==> config.mk <==
export PLATFORM = sky130hd
export DESIGN_NAME = bitvec_scan
export DESIGN_NICKNAME = d
export VERILOG_FILES = /design/src/rtl/bitvec_scan.sv
export SDC_FILE = /design/constraint.sdc
export NUM_CORES = 1
export LEC_CHECK = 0
export ABC_CLOCK_PERIOD_IN_PS = 2400
export CAP_MARGIN = 10
export CORE_ASPECT_RATIO = 1.25
export CORE_MARGIN = 4
export CORE_UTILIZATION = 34
export CTS_CLUSTER_DIAMETER = 100
export DETAILED_ROUTE_END_ITERATION = 8
export PLACE_DENSITY = 0.68
export SKIP_CTS_REPAIR_TIMING = 1
export SYNTH_ARGS = -nofsm -noshare
export SYNTH_HDL_FRONTEND = slang
export SYNTH_SLANG_ARGS = --single-unit
==> constraint.sdc <==
create_clock -name clk -period 2.4 [get_ports clk]
set_input_delay 0.48 -clock clk [delete_from_list [all_inputs] [get_ports clk]]
set_output_delay 0.48 -clock clk [all_outputs]
set_load 0.03 [all_outputs]
==> src/rtl/bitvec_scan.sv <==
`default_nettype none
// +-------------------------------------------------------------------------+
// | bitvec_scan : walks an accepted bit vector from bit 0 upward and emits  |
// |               the index of each set bit as a valid/ready beat.          |
// | Revision    : 1.0                                                       |
// +-------------------------------------------------------------------------+
module bitvec_scan #(
  parameter int WIDTH = 8,
  localparam int IDXW = $clog2(WIDTH)
) (
  input  logic             clk,
  input  logic             rst,
  input  logic             in_valid,
  output logic             in_ready,
  input  logic [WIDTH-1:0] in_data,
  output logic             out_valid,
  input  logic             out_ready,
  output logic [IDXW-1:0]  out_index,
  output logic             out_last,
  output logic             out_empty,
  output logic [IDXW:0]    ones
);

  typedef enum logic [1:0] {
    S_IDLE = 2'd0,
    S_SCAN = 2'd1,
    S_EMIT = 2'd2
  } state_t;

  state_t            state_q, state_d;
  logic [WIDTH-1:0]  vec_q, vec_d;
  logic [IDXW-1:0]   ptr_q, ptr_d;
  logic              out_valid_q, out_valid_d;
  logic [IDXW-1:0]   out_index_q, out_index_d;
  logic              out_last_q, out_last_d;
  logic              out_empty_q, out_empty_d;
  logic [IDXW:0]     ones_q, ones_d;
  logic              none_above;

  // True when no set bit remains strictly above the current pointer.
  assign none_above = (((vec_q >> ptr_q) >> 1) == '0);

  always_comb begin
    state_d     = state_q;
    vec_d       = vec_q;
    ptr_d       = ptr_q;
    out_valid_d = out_valid_q;
    out_index_d = out_index_q;
    out_last_d  = out_last_q;
    out_empty_d = out_empty_q;
    ones_d      = ones_q;
    case (state_q)
      S_IDLE: begin
        if (in_valid) begin
          vec_d   = in_data;
          ptr_d   = '0;
          ones_d  = '0;
          state_d = S_SCAN;
        end
      end
      S_SCAN: begin
        if (vec_q[ptr_q]) begin
          out_index_d = ptr_q;
          out_empty_d = 1'b0;
          out_last_d  = none_above;
          out_valid_d = 1'b1;
          state_d     = S_EMIT;
        end else if (ptr_q == IDXW'(WIDTH - 1)) begin
          // Only reachable when the whole vector was zero.
          out_index_d = '0;
          out_empty_d = 1'b1;
          out_last_d  = 1'b1;
          out_valid_d = 1'b1;
          state_d     = S_EMIT;
        end else begin
          ptr_d = ptr_q + IDXW'(1);
        end
      end
      S_EMIT: begin
        if (out_ready) begin
          out_valid_d = 1'b0;
          if (!out_empty_q) begin
            ones_d = ones_q + (IDXW+1)'(1);
          end
          if (out_last_q) begin
            state_d = S_IDLE;
          end else begin
            ptr_d   = ptr_q + IDXW'(1);
            state_d = S_SCAN;
          end
        end
      end
      default: state_d = S_IDLE;
    endcase
  end

  always_ff @(posedge clk) begin
    if (rst) begin
      state_q     <= S_IDLE;
      vec_q       <= '0;
      ptr_q       <= '0;
      out_valid_q <= 1'b0;
      out_index_q <= '0;
      out_last_q  <= 1'b0;
      out_empty_q <= 1'b0;
      ones_q      <= '0;
    end else begin
      state_q     <= state_d;
      vec_q       <= vec_d;
      ptr_q       <= ptr_d;
      out_valid_q <= out_valid_d;
      out_index_q <= out_index_d;
      out_last_q  <= out_last_d;
      out_empty_q <= out_empty_d;
      ones_q      <= ones_d;
    end
  end

  assign in_ready  = (state_q == S_IDLE);
  assign out_valid = out_valid_q;
  assign out_index = out_index_q;
  assign out_last  = out_last_q;
  assign out_empty = out_empty_q;
  assign ones      = ones_q;

endmodule
`default_nettype wire

==> qor.csv <==
stage,metric,value,unit
outcome,status,finished clean,
cts,H-tree depth,1,
finish,synth-to-layout area growth,25.31,%
finish,ANT cells,0,
placed_design,HPWL after DPL,2140,um
cts,Clock transition at path regs,0.08,ns
floorplanning,Die H,74.46,um
global_routing,GRT Overall Usage,13.72,%
finish,fin util,45.48,%
global_routing,largest net degree at the start of global routing,19,
synthesis,synthesized area,1201,sq um
cts,Sink Count,23,
worst_setup_path,crit path max fanout,12,
cts,Clock Latency Late Sink,0.26,ns
synthesis,Post-Synthesis Net Count,157,
floorplanning,core area,3309,sq um
floorplanning,Initial Util,36.29,%
synthesis,dominant synthesized flop cell,dfxtp_1,
placed_design,Port Buf Inserts,22,
finish,Final #Nets,182,
cts,CTS Buf Count,3,
floorplanning,full die area,4554,sq um
worst_hold_path,worst hold-check path type,register to register,
synthesis,Synth area leaders,"dfxtp_1 38%, ha_1 7.3%, a21oi_1 7.1%",
finish,proportion of layout cells with a drive suffix above 1,9.259,%
placed_design,Final Wtd Congestion,0.8927,
synthesis,sequential fraction of the synthesis area,38.33,%
routing,initial DRC count,29,
synthesis,Mean Syn Cell Area,8.704,sq um
worst_setup_path,CP endpoint kind,register,
synthesis,Synth top cells by count,"23 x dfxtp_1, 19 x nand2_1, 17 x a21oi_1",
cts,Root Driver,clkbuf_8,
routing,Antenna Nets Post-Route,0,
synthesis,leading area contributor after synthesis,dfxtp_1,
worst_setup_path,"critical path, cell by cell",mux2i_1 -> mux4_2 -> a21oi_2 -> buf_4 -> o21ai_1 -> a21oi_2,
sta,Achievable Freq,0.4594,GHz
global_routing,antenna violations before repair,0,
worst_setup_path,"Worst Path Class, Setup",register to register,
floorplanning,I/O pin total,23,
worst_setup_path,CP dominant cell by count,a21oi_2,
synthesis,synthesized flop and latch total,23,
routing,vias,1069,
pwr,LEAKAGE,0.0005473,uW
sta,"Slew Viols, Final",0,
sta,RSZ-0062 raised after global routing,no,
pwr,Peak VDD IR,431.4,uV
cts,CTS Buffer Depth,2,
synthesis,Synth top area share,38.33,%
global_routing,first-pass GRT wire length,4864,um
synthesis,yosys warns,0,
worst_setup_path,critical path's largest stage delay,0.63,ns
sta,Sum Neg Setup Slack,0,ns
routing,# DRC,0,
floorplanning,row count,23,
synthesis,post-synthesis cell count,138,
cts,CTS tree,done,
routing,Pre-Repair DR Iteration Count,4,
sta,clock skew,0.001335,ns
synthesis,top-count cell post-synth,dfxtp_1,
worst_setup_path,CP Data Arrival Time,2.38,ns
worst_setup_path,Critical Path Slowest Stage Cell,dfxtp_1,
synthesis,asr flop ratio synth,0,%
global_routing,GRT Residual Overflow,0,
routing,routed wire length,2834,um
sta,final setup violation count,0,
floorplanning,Die Span X,61.16,um
routing,vias per inst,5.372,
synthesis,Netlist cell types,38,
sta,Rel. slew slack,67.05,%
routing,DR WL/cell,14.24,um
worst_setup_path,critical path required time,2.60,ns
pwr,total power,1235,uW
sta,final hold violations,0,
flow_run,# Max-Cap Violations,0,
sta,Tcrit/Tclk final,90.71,%
worst_setup_path,element type at the critical path start,register,
pwr,Pwr Density,820.5,nW/um^2
synthesis,Post-synth EDFFs,0,
sta,Final Critical Period,2.177,ns
global_routing,vias in the first global route,1156,
sta,worst-margin pin slew,0.4935,ns
==> metal layers <==
metal	vias up	global-route usage, %	wire length (um)
li1	541	-	-
met1	512	15.95	1224
met2	14	23.76	1500
met3	2	2.604	88
met4	0	6.265	21
met5	-	0	0
==> kinds of logic after synthesis <==
logic type                 Yosys count  synth area share [%]
xor gates and xnor gates             2                 1.459
AOI/OAI and AO/OA                   36                 20.21
adders and majority gates            7                 7.291
and+or+nand+nor                     48                 19.48
buffers and inverters               15                 6.250
DFF                                 23                 38.33
muxes                                7                 6.979
==> where the power goes <==
| part | switching, uW | internal (uW) | leakage [uW] |
|---|---|---|---|
| logic | 291 | 220 | 0.000337 |
| registers | 55.3 | 431 | 0.000187 |
| clock network | 120 | 118 | 0.0000228 |
| total | 466 | 769 | 0.000547 |
==> per-stage QoR <==
step | cell area (sq um) | worst slack [ns] | hold WS [ns] | cells
after floorplan | 1201 | 0.2940 | 0.4357 | 138
after global placement | 1460 | 0.2094 | 0.4503 | 195
after detailed placement | 1460 | 0.1286 | 0.4605 | 195
after CTS | 1505 | 0.2265 | 0.4724 | 199
after global routing | 1505 | 0.07460 | 0.4962 | 199
final | 1505 | 0.2231 | 0.4695 | 199
==> cells in the final DEF (no fill, tap or decap), types with 2 or more instances in the layout <==
master            n
dfxtp_1          23
clkdlybuf4s50_1  22
nand2_1          19
a21oi_1          17
nand3_1          11
inv_1             8
ha_1              7
mux2i_1           5
nand2b_1          5
buf_4             5
nor2_1            4
clkbuf_8          3
nor3_1            2
a21oi_2           2
o21ai_0           2
xor2_1            2
o211ai_1          2
o41ai_1           2
o221ai_1          2
==> flip-flops by register name (all words and copies together), names as in the netlist <==
register	count
ones	4
out_valid	1
state_q	2
vec_q	8
out_last	1
out_index	3
out_empty	1
ptr_q	3
==> critical path: cells and delay by family (launching register included) <==
| family | cells | cell delay [ns] |
|---|---|---|
| AOI/OAI and AO/OA | 3 | 0.57 |
| DFF | 1 | 0.63 |
| muxes | 2 | 0.71 |
| buffers and inverters | 1 | 0.20 |
==> path summary, 6_finish.rpt <==
kind	slack, ns	to	depth (start not counted)	from
setup reg to reg	0.22	ptr_q[0]$_SDFFE_PP0P_	6	ptr_q[0]$_SDFFE_PP0P_
hold / removal	0.47	vec_q[0]$_SDFFE_PP0P_	2	vec_q[0]$_SDFFE_PP0P_
setup / recovery	0.22	ptr_q[0]$_SDFFE_PP0P_	6	ptr_q[0]$_SDFFE_PP0P_
hold reg to reg	0.47	vec_q[0]$_SDFFE_PP0P_	2	vec_q[0]$_SDFFE_PP0P_
==> area by class of cell <==
type                       count  area (sq um)
tap                           37         46.29
clock buffer                   4         45.04
multi-input combinational    100         665.6
sequential                    23         460.4
fill                         307          1804
timing repair buffer          27         257.7
inverter                       8         30.03
(Power assumes the default switching activity.)
